==> src/rtl/imm_field_buffer.sv <==
// Two-entry (or four-entry) instruction buffer ahead of the 8-to-16 zero extender.
// Splits the oldest buffered word into opcode / rd / imm8 fields for decode.
module imm_field_buffer #(
  parameter int unsigned DEPTH = 2,
  parameter int unsigned IW    = 16
) (
  input  logic                       clk,
  input  logic                       rst_n,
  input  logic                       flush,
  input  logic [IW-1:0]              instr_in,
  input  logic                       instr_valid,
  output logic                       instr_ready,
  output logic [3:0]                 opcode_out,
  output logic [3:0]                 rd_out,
  output logic [7:0]                 bit8_out,
  output logic                       imm_valid,
  input  logic                       imm_ready,
  output logic [$clog2(DEPTH):0]     count
);

  localparam int unsigned PW = $clog2(DEPTH);
  localparam int unsigned CW = PW + 1;
  localparam logic [CW-1:0] DEPTH_C = CW'(DEPTH);

  logic [IW-1:0] mem [DEPTH];
  logic [PW-1:0] wp;
  logic [PW-1:0] rp;
  logic          push;
  logic          pop;
  logic [IW-1:0] head;

  // Handshake depends only on occupancy and flush, never on imm_ready.
  always_comb begin
    instr_ready = (count < DEPTH_C) && !flush;
    imm_valid   = (count != '0);
    push        = instr_valid && instr_ready;
    pop         = imm_valid && imm_ready;
  end

  // Pointers and occupancy; flush outranks any push or pop.
  always_ff @(posedge clk or negedge rst_n) begin
    if (!rst_n) begin
      wp    <= '0;
      rp    <= '0;
      count <= '0;
    end else if (flush) begin
      wp    <= '0;
      rp    <= '0;
      count <= '0;
    end else begin
      if (push) wp <= wp + PW'(1);
      if (pop)  rp <= rp + PW'(1);
      case ({push, pop})
        2'b10:   count <= count + CW'(1);
        2'b01:   count <= count - CW'(1);
        default: count <= count;
      endcase
    end
  end

  // Storage needs no reset; occupancy alone decides what is visible.
  always_ff @(posedge clk) begin
    if (push) mem[wp] <= instr_in;
  end

  // Head decode, zeroed while empty so the extender sees a clean input.
  always_comb begin
    head       = imm_valid ? mem[rp] : '0;
    opcode_out = head[15:12];
    rd_out     = head[11:8];
    bit8_out   = head[7:0];
  end

endmodule

==> config.mk <==
export PLATFORM = sky130hd
export DESIGN_NAME = imm_field_buffer
export DESIGN_NICKNAME = d
export VERILOG_FILES = /design/src/rtl/imm_field_buffer.sv
export SDC_FILE = /design/constraint.sdc
export NUM_CORES = 1
export LEC_CHECK = 0
export BUFFER_PORTS_ARGS = -buffer_cell sky130_fd_sc_hd__buf_2
export CORE_UTILIZATION = 50
export CTS_BUF_LIST = sky130_fd_sc_hd__clkbuf_2 sky130_fd_sc_hd__clkbuf_4 sky130_fd_sc_hd__clkbuf_8
export DETAILED_ROUTE_END_ITERATION = 8
export PLACE_DENSITY_LB_ADDON = 0.2
export SYNTH_ARGS = -nofsm -noshare
export SYNTH_HDL_FRONTEND = slang
export SYNTH_SLANG_ARGS = --single-unit
==> constraint.sdc <==
create_clock -name clk -period 2.1 [get_ports clk]
set_input_delay 0.21 -clock clk [delete_from_list [all_inputs] [get_ports clk]]
set_output_delay 0.21 -clock clk [all_outputs]
set_load 0.05 [all_outputs]
==> out/metrics.yaml, run 1 <==
run_status:
  outcome: "completed"
cts:
  cts_buffers: 5
  clock_latency_ps: 340
  post-cts-setup-buffers: 0
  cts.sinks: 36
  cts_buffer_depth: 2
  cts_root_buf: "clkbuf_4"
  h-tree-depth: 2
  cts_tree: "done"
  clk_pin_slew_ps: 110
critical_path:
  required_ps: 1890
  worstSetupPathType: "reg -> out"
  reg2regPathDepth: 4
  cp-end-kind: "output pin"
  crit_path_max_fanout: 11
  worstPathArrival_ps: 1670
  worstSetupStartpointType: "flop"
finish:
  drive_above_1_share_pct: 39.7
  n_fill_cell: 214
  regArea_sq_um: 1060
  antenna_cells: 0
  utilization_pct: 65.0
  multiInputGateArea_sq_um: 343
  final_area_sq_um: 1780
  fin_nets: 161
  area_delta_synth_final_pct: 24.1
placed_design:
  place_hpwl_microns: 1630
  place.port_buffers: 40
  gp_congestion: 0.775
  placed_area_sq_um: 1690
  pre_cts_ws_ps: 378
global_route:
  overflow: 0
  grt_pass1_wl_microns: 4010
  grt_max_degree: 18
  antenna_found_initial: 0
  grt_usage_pct: 18.4
  grt_pass1_vias: 879
power_and_ir_drop:
  seqPwrFrac_pct: 54.1
  p_sw_share_pct: 26.8
  p_clk_share_pct: 30.8
  p_leak_nw: 0.716
  powerDensity_nw_per_um2: 873
  pwr-share-comb_pct: 15.2
  p_sw_uw: 417
  internal_power_mw: 1.14
  peakVddDrop_uv: 761
sta:
  rsz0062_at_grt: "no"
  fmax_ghz: 0.533
  setup_viol: 0
  tightest_slew_ps: 500
  tns_ps: 0
  slew_headroom_pct: 66.7
  drv_slew: 0
  skew_ps: 4.70
  finalCritPeriodShare_pct: 89.3
  hold_viol: 0
  fin_hold_ws_ps: 46.1
  finalCriticalPeriod_ps: 1880
  worst_slack_ps: 224
logic_synthesis:
  seq_area_frac_synth_pct: 74.1
  ys_ff_latch: 36
  yosys_warnings: 0
  ys_types: 19
  synthMuxAreaShare_pct: 11.2
  synthCells: 92
  synth.net_count: 113
  netlist_area_sq_um: 1430
  synth_top_family_by_area: "multiplexers"
  synthAdderAreaFrac_pct: 0
  synth_compound_area_share_pct: 1.66
  synth-simple-area-share_pct: 8.57
  synth_xor_xnor_area_share_pct: 1.84
  avgSynthCellArea_sq_um: 15.6
die:
  die_y_microns: 55.5
  die_area_sq_um: 3080
  io_pins: 41
  die_w_microns: 55.5
  start_util_pct: 52.4
  num_rows: 19
  core-area_sq_um: 2730
worst_hold_path:
  holdPathStages: 1
  hold_class: "in -> reg"
route:
  wirelength_microns: 2470
  drc: 0
  dr.pass1.iters: 4
  via_per_inst: 5.13
  first_iter_violations: 28
  wl_per_cell_microns: 14.4
  num_vias: 882
  antenna_left: 0
flow_run:
  drv_cap: 0
[through the flow]
step | std cells | power [mW]
CTS | 172 | 1.57
global route | 172 | 1.61
finish | 172 | 1.55
global placement | 163 | 1.08
detailed placement | 163 | 1.09
floorplan | 92 | 1.02
[power groups by stage]
stage	clock network (mW)	logic [mW]	registers (mW)
final	0.477	0.235	0.840
after global routing	0.520	0.250	0.843
after CTS	0.489	0.237	0.840
after detailed placement	0	0.236	0.855
after global placement	0	0.230	0.853
after floorplan	0	0.172	0.847
[final timing paths]
check                                  from  slack [ps]       endpoint
worst max register to register     count[1]         550     mem[0][10]
max in group asynchronous             rst_n        1780             rp
worst max-delay path               count[1]         220  opcode_out[2]
worst min-delay path            instr_in[9]          50      mem[0][9]
min in group asynchronous             rst_n         190       count[1]
worst min register to register           wp         680             wp
[cell usage after synthesis]
library cell	number	area share, %
buf_4	1	0.52
nand3_1	1	0.35
o21ai_0	2	0.70
xnor2_1	1	0.61
nor2_2	1	0.44
buf_6	2	1.6
xor2_1	2	1.2
nor2b_2	1	0.61
nor3b_1	1	0.52
nor2_1	21	5.5
and3_1	1	0.44
edfxtp_1	32	67
dfrtp_1	4	7.0
nand2_1	1	0.26
inv_1	2	0.52
nand2b_1	1	0.44
a221oi_1	1	0.61
a21oi_1	1	0.35
mux2i_1	16	11
[state kept, by name, indices dropped and copies added (netlist names)]
name / flops
wp: 1
rp: 1
count: 2
mem: 32
[area by class of cell]
class / instances / area share [%]
timing repair buffer: 44 / 13.8
inverter: 2 / 0.423
clock inverter: 3 / 2.39
tap: 31 / 2.18
clock buffer: 5 / 2.11
sequential: 36 / 59.8
multi-input combinational: 51 / 19.3
[critical path, stage by stage, from the launching register on]
cell	delay, ps
dfrtp_1	500
nor2_2	310
buf_4	240
nor2_1	60
buf_2	200
[kinds of logic (layout without fill, tap and decap cells)]
family,Yosys count,after routing
flops,36,36
simple gates,28,28
mux,16,16
buf+inv,5,54
compound gates,4,4
xor+xnor,3,3
[layout by cell type, fill, tap and decap left out, drive strengths merged]
| master | netlist | routed |
|---|---|---|
| a21oi | 1 | 1 |
| nor3b | 1 | 1 |
| nand2b | 1 | 1 |
| clkinv | 0 | 1 |
| clkbuf | 0 | 5 |
| dfrtp | 4 | 4 |
| xnor2 | 1 | 1 |
| edfxtp | 32 | 32 |
| nand2 | 1 | 1 |
| clkinvlp | 0 | 1 |
| and3 | 1 | 1 |
| o21ai | 2 | 2 |
| buf | 3 | 43 |
| dlygate4sd3 | 0 | 1 |
| mux2i | 16 | 16 |
| a221oi | 1 | 1 |
| bufinv | 0 | 1 |
| nor2b | 1 | 1 |
| xor2 | 2 | 2 |
| nor2 | 22 | 22 |
| inv | 2 | 2 |
| nand3 | 1 | 1 |
[per-layer routing]
layer	vias up	part of all wire (%)	wire (microns)	GRT usage, %
li1	433	-	-	-
met1	411	41	1020	20.9
met2	31	50	1240	29.1
met3	7	5.6	139	7.96
met4	0	3.0	73	10.4
met5	-	0	0	0
[repair_timing]
action                                  CTS  global route
endpoints found under the hold margin     4             0
hold buffers                              1             0
gates resized for setup                   1             0
endpoints found under the setup margin    4             0
No activity file was read; power rests on OpenSTA's default activity.
==> inputs of run 2 (changes only) <==
--- a/config.mk
+++ b/config.mk
@@ -6,6 +6,7 @@
 export NUM_CORES = 1
 export LEC_CHECK = 0
 export BUFFER_PORTS_ARGS = -buffer_cell sky130_fd_sc_hd__buf_2
+export CORE_ASPECT_RATIO = 2
 export CORE_UTILIZATION = 50
 export CTS_BUF_LIST = sky130_fd_sc_hd__clkbuf_2 sky130_fd_sc_hd__clkbuf_4 sky130_fd_sc_hd__clkbuf_8
 export DETAILED_ROUTE_END_ITERATION = 8
==> out/metrics.yaml, run 2 (synthesis gave the netlist of run 1 again) <==
cts:
  clk_pin_slew_ps: 80  # was 110 ps
  clock_latency_ps: 290  # was 340 ps
  ctsResizeCount: 0  # was 1
  cts_buffer_depth: 2  # unchanged
  cts_tree: "done"  # unchanged
  cts_buffers: 5  # unchanged
  post-cts-setup-buffers: 0  # unchanged
  cts_root_buf: "clkbuf_8"  # was clkbuf_4
  cts.sinks: 36  # unchanged
  h-tree-depth: 2  # unchanged
  holdBufCountCts: 1  # unchanged
power_and_ir_drop:
  internal_power_mw: 1.24  # was 1.14 mW
  p_sw_uw: 422  # was 417 uW
  powerDensity_nw_per_um2: 922  # was 873 nW/um^2
  p_leak_nw: 0.733  # was 0.716 nW
  p_sw_share_pct: 25.4  # was 26.8%
  p_clk_share_pct: 35.5  # was 30.8%
  pwr-share-comb_pct: 14.6  # was 15.2%
  peakVddDrop_uv: 695  # was 761 uV
  seqPwrFrac_pct: 49.8  # was 54.1%
critical_path:
  worstPathArrival_ps: 1560  # was 1670 ps
  cp_slowest_cell: "dfrtp_1"  # unchanged
  slowest_delay_ps: 480  # was 500 ps
  cp-end-kind: "output pin"  # unchanged
  worstSetupPathType: "reg -> out"  # unchanged
  critPathBufInv: 2  # unchanged
  worstSetupStartpointType: "flop"  # unchanged
  required_ps: 1890  # about the same
  crit_path_max_fanout: 11  # unchanged
  path_delay_family: "flip-flops"  # unchanged
  worstPathCellList: "nor2_2, buf_4, nor2_1, buf_2"  # unchanged
placed_design:
  placed_area_sq_um: 1680  # was 1690 sq um
  place_inst: 162  # was 163
  place_hpwl_microns: 1720  # was 1630 microns
  gp_congestion: 0.757  # was 0.775
  place.port_buffers: 40  # unchanged
sta:
  fmax_ghz: 0.564  # was 0.533 GHz
  tightest_slew_ps: 295  # was 500 ps
  tns_ps: 0  # unchanged
  hold_viol: 0  # unchanged
  rsz0062_at_grt: "no"  # unchanged
  skew_ps: 8.22  # was 4.70 ps
  setup_viol: 0  # unchanged
  finalCriticalPeriod_ps: 1770  # was 1880 ps
  slew_headroom_pct: 80.3  # was 66.7%
  finalCritPeriodShare_pct: 84.4  # was 89.3%
  drv_slew: 0  # unchanged
global_route:
  grt_pass1_vias: 846  # was 879
  grt_usage_pct: 18.3  # was 18.4%
  antenna_found_initial: 0  # unchanged
  grt_pass1_wl_microns: 3670  # was 4010 microns
  overflow: 0  # unchanged
  grt_max_degree: 18  # unchanged
die:
  core-area_sq_um: 2740  # was 2730 sq um
  die_y_microns: 77.7  # was 55.5 microns
  num_rows: 27  # was 19
  die_w_microns: 39.8  # was 55.5 microns
  io_pins: 41  # unchanged
  start_util_pct: 52.3  # was 52.4%
  die_area_sq_um: 3090  # was 3080 sq um
flow_run:
  drv_cap: 0  # unchanged
route:
  first_iter_violations: 7  # was 28
  num_vias: 862  # was 882
  drc: 0  # unchanged
  via_per_inst: 5.04  # was 5.13
  dr.pass1.iters: 2  # was 4
  wl_per_cell_microns: 13.9  # was 14.4 microns
  wirelength_microns: 2380  # was 2470 microns
  antenna_left: 0  # unchanged
finish:
  final_common_cell: "buf_2"  # unchanged
  top_regs: "mem (32), count (2)"  # unchanged
  regArea_sq_um: 1060  # about the same
  largest-register: "mem"  # unchanged
  final_cell_mix: "buf_2, edfxtp_1, nor2_1"  # unchanged
  area_delta_synth_final_pct: 25.7  # was 24.1%
  final_cell_count_no_fill: 171  # was 172
  largest_register_ffs: 32  # unchanged
  n_fill_cell: 218  # was 214
  multiInputGateArea_sq_um: 343  # unchanged
  drive_above_1_share_pct: 39.4  # was 39.7%
  antenna_cells: 0  # unchanged
  fin_nets: 162  # was 161
  final_area_sq_um: 1800  # was 1780 sq um
run_status:
  outcome: "completed"  # unchanged
worst_hold_path:
  hold_class: "in -> reg"  # unchanged
run 2: metal layers:
| layer | GRT usage [%] | part of all wire (%) | vias up |
|---|---|---|---|
| met2 | 29.8 | 56 | 29 |
| met5 | 0 | 0 | - |
| met4 | 11.4 | 2.6 | 0 |
| met3 | 6.29 | 4.8 | 6 |
| met1 | 18.1 | 37 | 400 |
| li1 | - | - | 427 |
run 2: area by class of cell:
type | count | share of cell area (%)
sequential | 36 | 59.0
multi-input combinational | 51 | 19.1
timing repair buffer | 45 | 13.4
clock buffer | 5 | 3.82
clock inverter | 3 | 2.36
tap | 29 | 2.02
inverter | 2 | 0.417
run 2: power by group through the flow:
stage          sequential (mW)  combinational [mW]  clock (mW)
2_1_floorplan            0.847               0.172           0
3_3_place_gp             0.841               0.240           0
3_5_place_dp             0.843               0.244           0
4_1_cts                  0.827               0.246       0.603
5_1_grt                  0.830               0.261       0.631
6_report                 0.827               0.243       0.590
run 2: through the flow:
| step | hold WS, ps | power, mW | worst slack, ps | util (%) |
|---|---|---|---|---|
| floorplan | -85.6 | 1.02 | 117 | - |
| global placement | 17.9 | 1.08 | 667 | 61.3 |
| detailed placement | 16.4 | 1.09 | 625 | 61.3 |
| CTS | 103 | 1.68 | 312 | 65.8 |
| global route | 92.8 | 1.72 | 214 | 65.8 |
| finish | 109 | 1.66 | 327 | 65.8 |
run 2: worst reg2reg max path, cell delays in order, from the launching register on:
cell and delay [ps]:
dfrtp_1 480, nor2_4 160, and3_1 160, buf_4 240
run 2: worst paths after layout:
path,slack [ps],start,depth (start not counted),to
setup / recovery,330,count[1],4,bit8_out[7]
hold / removal,110,instr_in[5],1,mem[1][5]
setup reg to reg,750,count[1],3,mem[1][13]
hold reg to reg,630,wp,2,wp
max in group asynchronous,1730,rst_n,2,count[0]
min in group asynchronous,260,rst_n,2,count[1]
==> inputs of run 3 (changes only) <==
--- a/config.mk
+++ b/config.mk
@@ -5,9 +5,10 @@
 export SDC_FILE = /design/constraint.sdc
 export NUM_CORES = 1
 export LEC_CHECK = 0
+export ABC_AREA = 1
 export BUFFER_PORTS_ARGS = -buffer_cell sky130_fd_sc_hd__buf_2
 export CORE_ASPECT_RATIO = 2
-export CORE_UTILIZATION = 50
+export CORE_UTILIZATION = 48
 export CTS_BUF_LIST = sky130_fd_sc_hd__clkbuf_2 sky130_fd_sc_hd__clkbuf_4 sky130_fd_sc_hd__clkbuf_8
 export DETAILED_ROUTE_END_ITERATION = 8
 export PLACE_DENSITY_LB_ADDON = 0.2
==> constraint.sdc (replaced) <==
create_clock -name clk -period 1.5 [get_ports clk]
set_input_delay 0.15 -clock clk [delete_from_list [all_inputs] [get_ports clk]]
set_output_delay 0.15 -clock clk [all_outputs]
set_load 0.05 [all_outputs]
==> out/metrics.yaml, run 3 <==
finish:
  regArea_sq_um: 1060  # about the same
  fin_nets: 195  # was 162
  largest-register: "mem"  # unchanged
  n_fill_cell: 204  # was 218
  final_common_cell: "nand2_1"  # was buf_2
  drive_above_1_share_pct: 50.9  # was 39.4%
  largest_register_ffs: 32  # unchanged
  top_regs: "mem (32), count (2)"  # unchanged
  utilization_pct: 73.9  # was 65.8%
  final_cell_mix: "nand2_1, edfxtp_1, buf_2"  # was buf_2, edfxtp_1, nor2_1
  antenna_cells: 0  # unchanged
  multiInputGateArea_sq_um: 515  # was 343 sq um
  area_delta_synth_final_pct: 48.2  # was 25.7%
  final_area_sq_um: 2170  # was 1800 sq um
  final_cell_count_no_fill: 205  # was 171
cts:
  h-tree-depth: 2  # unchanged
  cts_buffer_depth: 2  # unchanged
  clock_latency_ps: 290  # about the same
  cts_buffers: 5  # unchanged
  cts_tree: "done"  # unchanged
  cts.sinks: 36  # unchanged
  cts_root_buf: "clkbuf_8"  # unchanged
  clk_pin_slew_ps: 70  # was 80 ps
critical_path:
  worstSetupStartpointType: "flop"  # unchanged
  cp_slowest_cell: "dfrtp_1"  # unchanged
  cp-end-kind: "output pin"  # unchanged
  slowest_delay_ps: 430  # was 480 ps
  required_ps: 1350  # was 1890 ps
  cpMostUsedCell: "buf_6"
  worstPathCellList: "buf_6, nand2_1, a21oi_4, buf_6"  # was nor2_2, buf_4, nor2_1, buf_2
  regToRegSetupSlack_ps: 110  # was 750 ps
  worstSetupPathType: "reg -> out"  # unchanged
  worstPathArrival_ps: 1330  # was 1560 ps
  crit_path_max_fanout: 9  # was 11
die:
  die_y_microns: 80.2  # was 77.7 microns
  die_area_sq_um: 3290  # was 3090 sq um
  num_rows: 28  # was 27
  io_pins: 41  # unchanged
  start_util_pct: 49.8  # was 52.3%
  core-area_sq_um: 2940  # was 2740 sq um
  die_w_microns: 41.1  # was 39.8 microns
sta:
  tightest_slew_ps: 246  # was 295 ps
  rsz0062_at_grt: "yes"  # was no
  fmax_ghz: 0.678
  finalCriticalPeriod_ps: 1480
  slew_headroom_pct: 83.7  # was 80.3%
  finalCritPeriodShare_pct: 98.4
  fin_hold_ws_ps: 49.6  # was 109 ps
  skew_ps: 5.17  # was 8.22 ps
  setup_viol: 0  # unchanged
  drv_slew: 0  # unchanged
  hold_viol: 0  # unchanged
global_route:
  grt_max_degree: 19  # was 18
  grt_pass1_wl_microns: 4270  # was 3670 microns
  grt_usage_pct: 20.4  # was 18.3%
  overflow: 0  # unchanged
  antenna_found_initial: 0  # unchanged
  grt_pass1_vias: 1046  # was 846
power_and_ir_drop:
  finalPower_mw: 2.75  # was 1.66 mW
  p_leak_nw: 0.866  # was 0.733 nW
  powerDensity_nw_per_um2: 1260  # was 922 nW/um^2
  peakVddDrop_uv: 1360  # was 695 uV
route:
  dr.pass1.iters: 4  # was 2
  first_iter_violations: 31  # was 7
  antenna_left: 0  # unchanged
  via_per_inst: 5.38  # was 5.04
  wl_per_cell_microns: 14.9  # was 13.9 microns
  num_vias: 1103  # was 862
  drc: 0  # unchanged
  wirelength_microns: 3050  # was 2380 microns
placed_design:
  gp_congestion: 0.693  # was 0.757
  place_hpwl_microns: 2040  # was 1720 microns
  place_inst: 194  # was 162
  placed_area_sq_um: 1930  # was 1680 sq um
  place.port_buffers: 40  # unchanged
logic_synthesis:
  ys_types: 17  # was 19
  netlist_area_sq_um: 1470  # was 1430 sq um
  synth-async-reset-ratio_pct: 11.1  # unchanged
  synth.net_count: 143  # was 113
  synthFlopType: "edfxtp_1"  # unchanged
  synth_top_area_share_pct: 65.5  # was 67.1%
  post-synth-top-count-cell: "nand2_1"  # was edfxtp_1
  synthTopCellsByCount: "nand2_1, edfxtp_1, a21oi_1, inv_1, nand3_1"  # was edfxtp_1, nor2_1, mux2i_1, dfrtp_1
  synth_top_cell_by_area: "edfxtp_1"  # unchanged
  ys_ff_latch: 36  # unchanged
  yosys_warnings: 0  # unchanged
  seq_area_frac_synth_pct: 72.4  # was 74.1%
  ys_top_cells_by_area: "edfxtp_1, nand2_1, dfrtp_1"  # was edfxtp_1, mux2i_1, dfrtp_1
  synthCells: 122  # was 92
  avgSynthCellArea_sq_um: 12.0  # was 15.6 sq um
  synth_edf_count: 32  # unchanged
run_status:
  outcome: "completed"  # unchanged
worst_hold_path:
  hold_class: "in -> reg"  # unchanged
flow_run:
  drv_cap: 0  # unchanged
==> run 3: cells by family (layout without fill, tap and decap cells) <==
group	count (synthesis)	after routing	share of synthesized area (%)
AO/OA/AOI/OAI	20	20	7.08
buffers and inverters	12	65	3.41
flip-flops	36	36	72.4
AND/OR/NAND/NOR	54	54	17.2
==> run 3: repair_timing <==
item,4_1_cts,5_1_grt
resized for setup,14,28
gates cloned,0,1
pin swaps,1,0
endpoints found under the setup margin,16,16
setup buffers,0,1
hold endpoints to repair,4,0
hold buffers,1,0
==> run 3: final cells by class <==
class                   count  area share [%]
flip-flops and latches     36            48.9
multi-input cells          74            23.7
repair buffers             49            19.9
clock buffers               7            3.86
well taps                  30            1.73
inverters                   8            1.61
clock inverters             1           0.230
==> run 3: power by group <==
group          internal (mW)  total [mW]  switching (mW)  leakage [nW]
Clock                  0.361       0.663           0.302        0.0491
Sequential              1.15        1.18          0.0303         0.344
Combinational          0.318       0.901           0.582         0.473
==> run 3: worst max-delay path, delay by kind of cell, from the launching register on <==
family / cells / cell delay (ps)
DFF: 1 / 430
AOI/OAI and AO/OA: 1 / 170
and+or+nand+nor: 1 / 110
buffers and inverters: 2 / 340
==> run 3: layer usage <==
metal	GRT usage [%]	share of wire, %	up-vias	wire (microns)
li1	-	-	526	-
met1	18.9	33	538	997
met2	35.5	61	33	1860
met3	6.08	4.2	6	128
met4	11.0	2.1	0	65
met5	0	0	-	0
==> run 3: final timing paths <==
path                                   from     endpoint  depth (start not counted)
worst min-delay path            instr_in[9]    mem[1][9]                          1
worst max register to register     count[1]    mem[0][1]                          5
min in group asynchronous             rst_n           rp                          2
worst min register to register           wp           wp                          1
max in group asynchronous             rst_n     count[0]                          2
worst max-delay path                     rp  bit8_out[6]                          4
==> run 3: metrics by stage <==
stage / setup TNS (ps) / setup slack [ps]
floorplan: -6510 / -203
global placement: 0 / 185
detailed placement: 0 / 143
CTS: 0 / 0.572
global route: -89.3 / -28.9
finish: 0 / 24.5
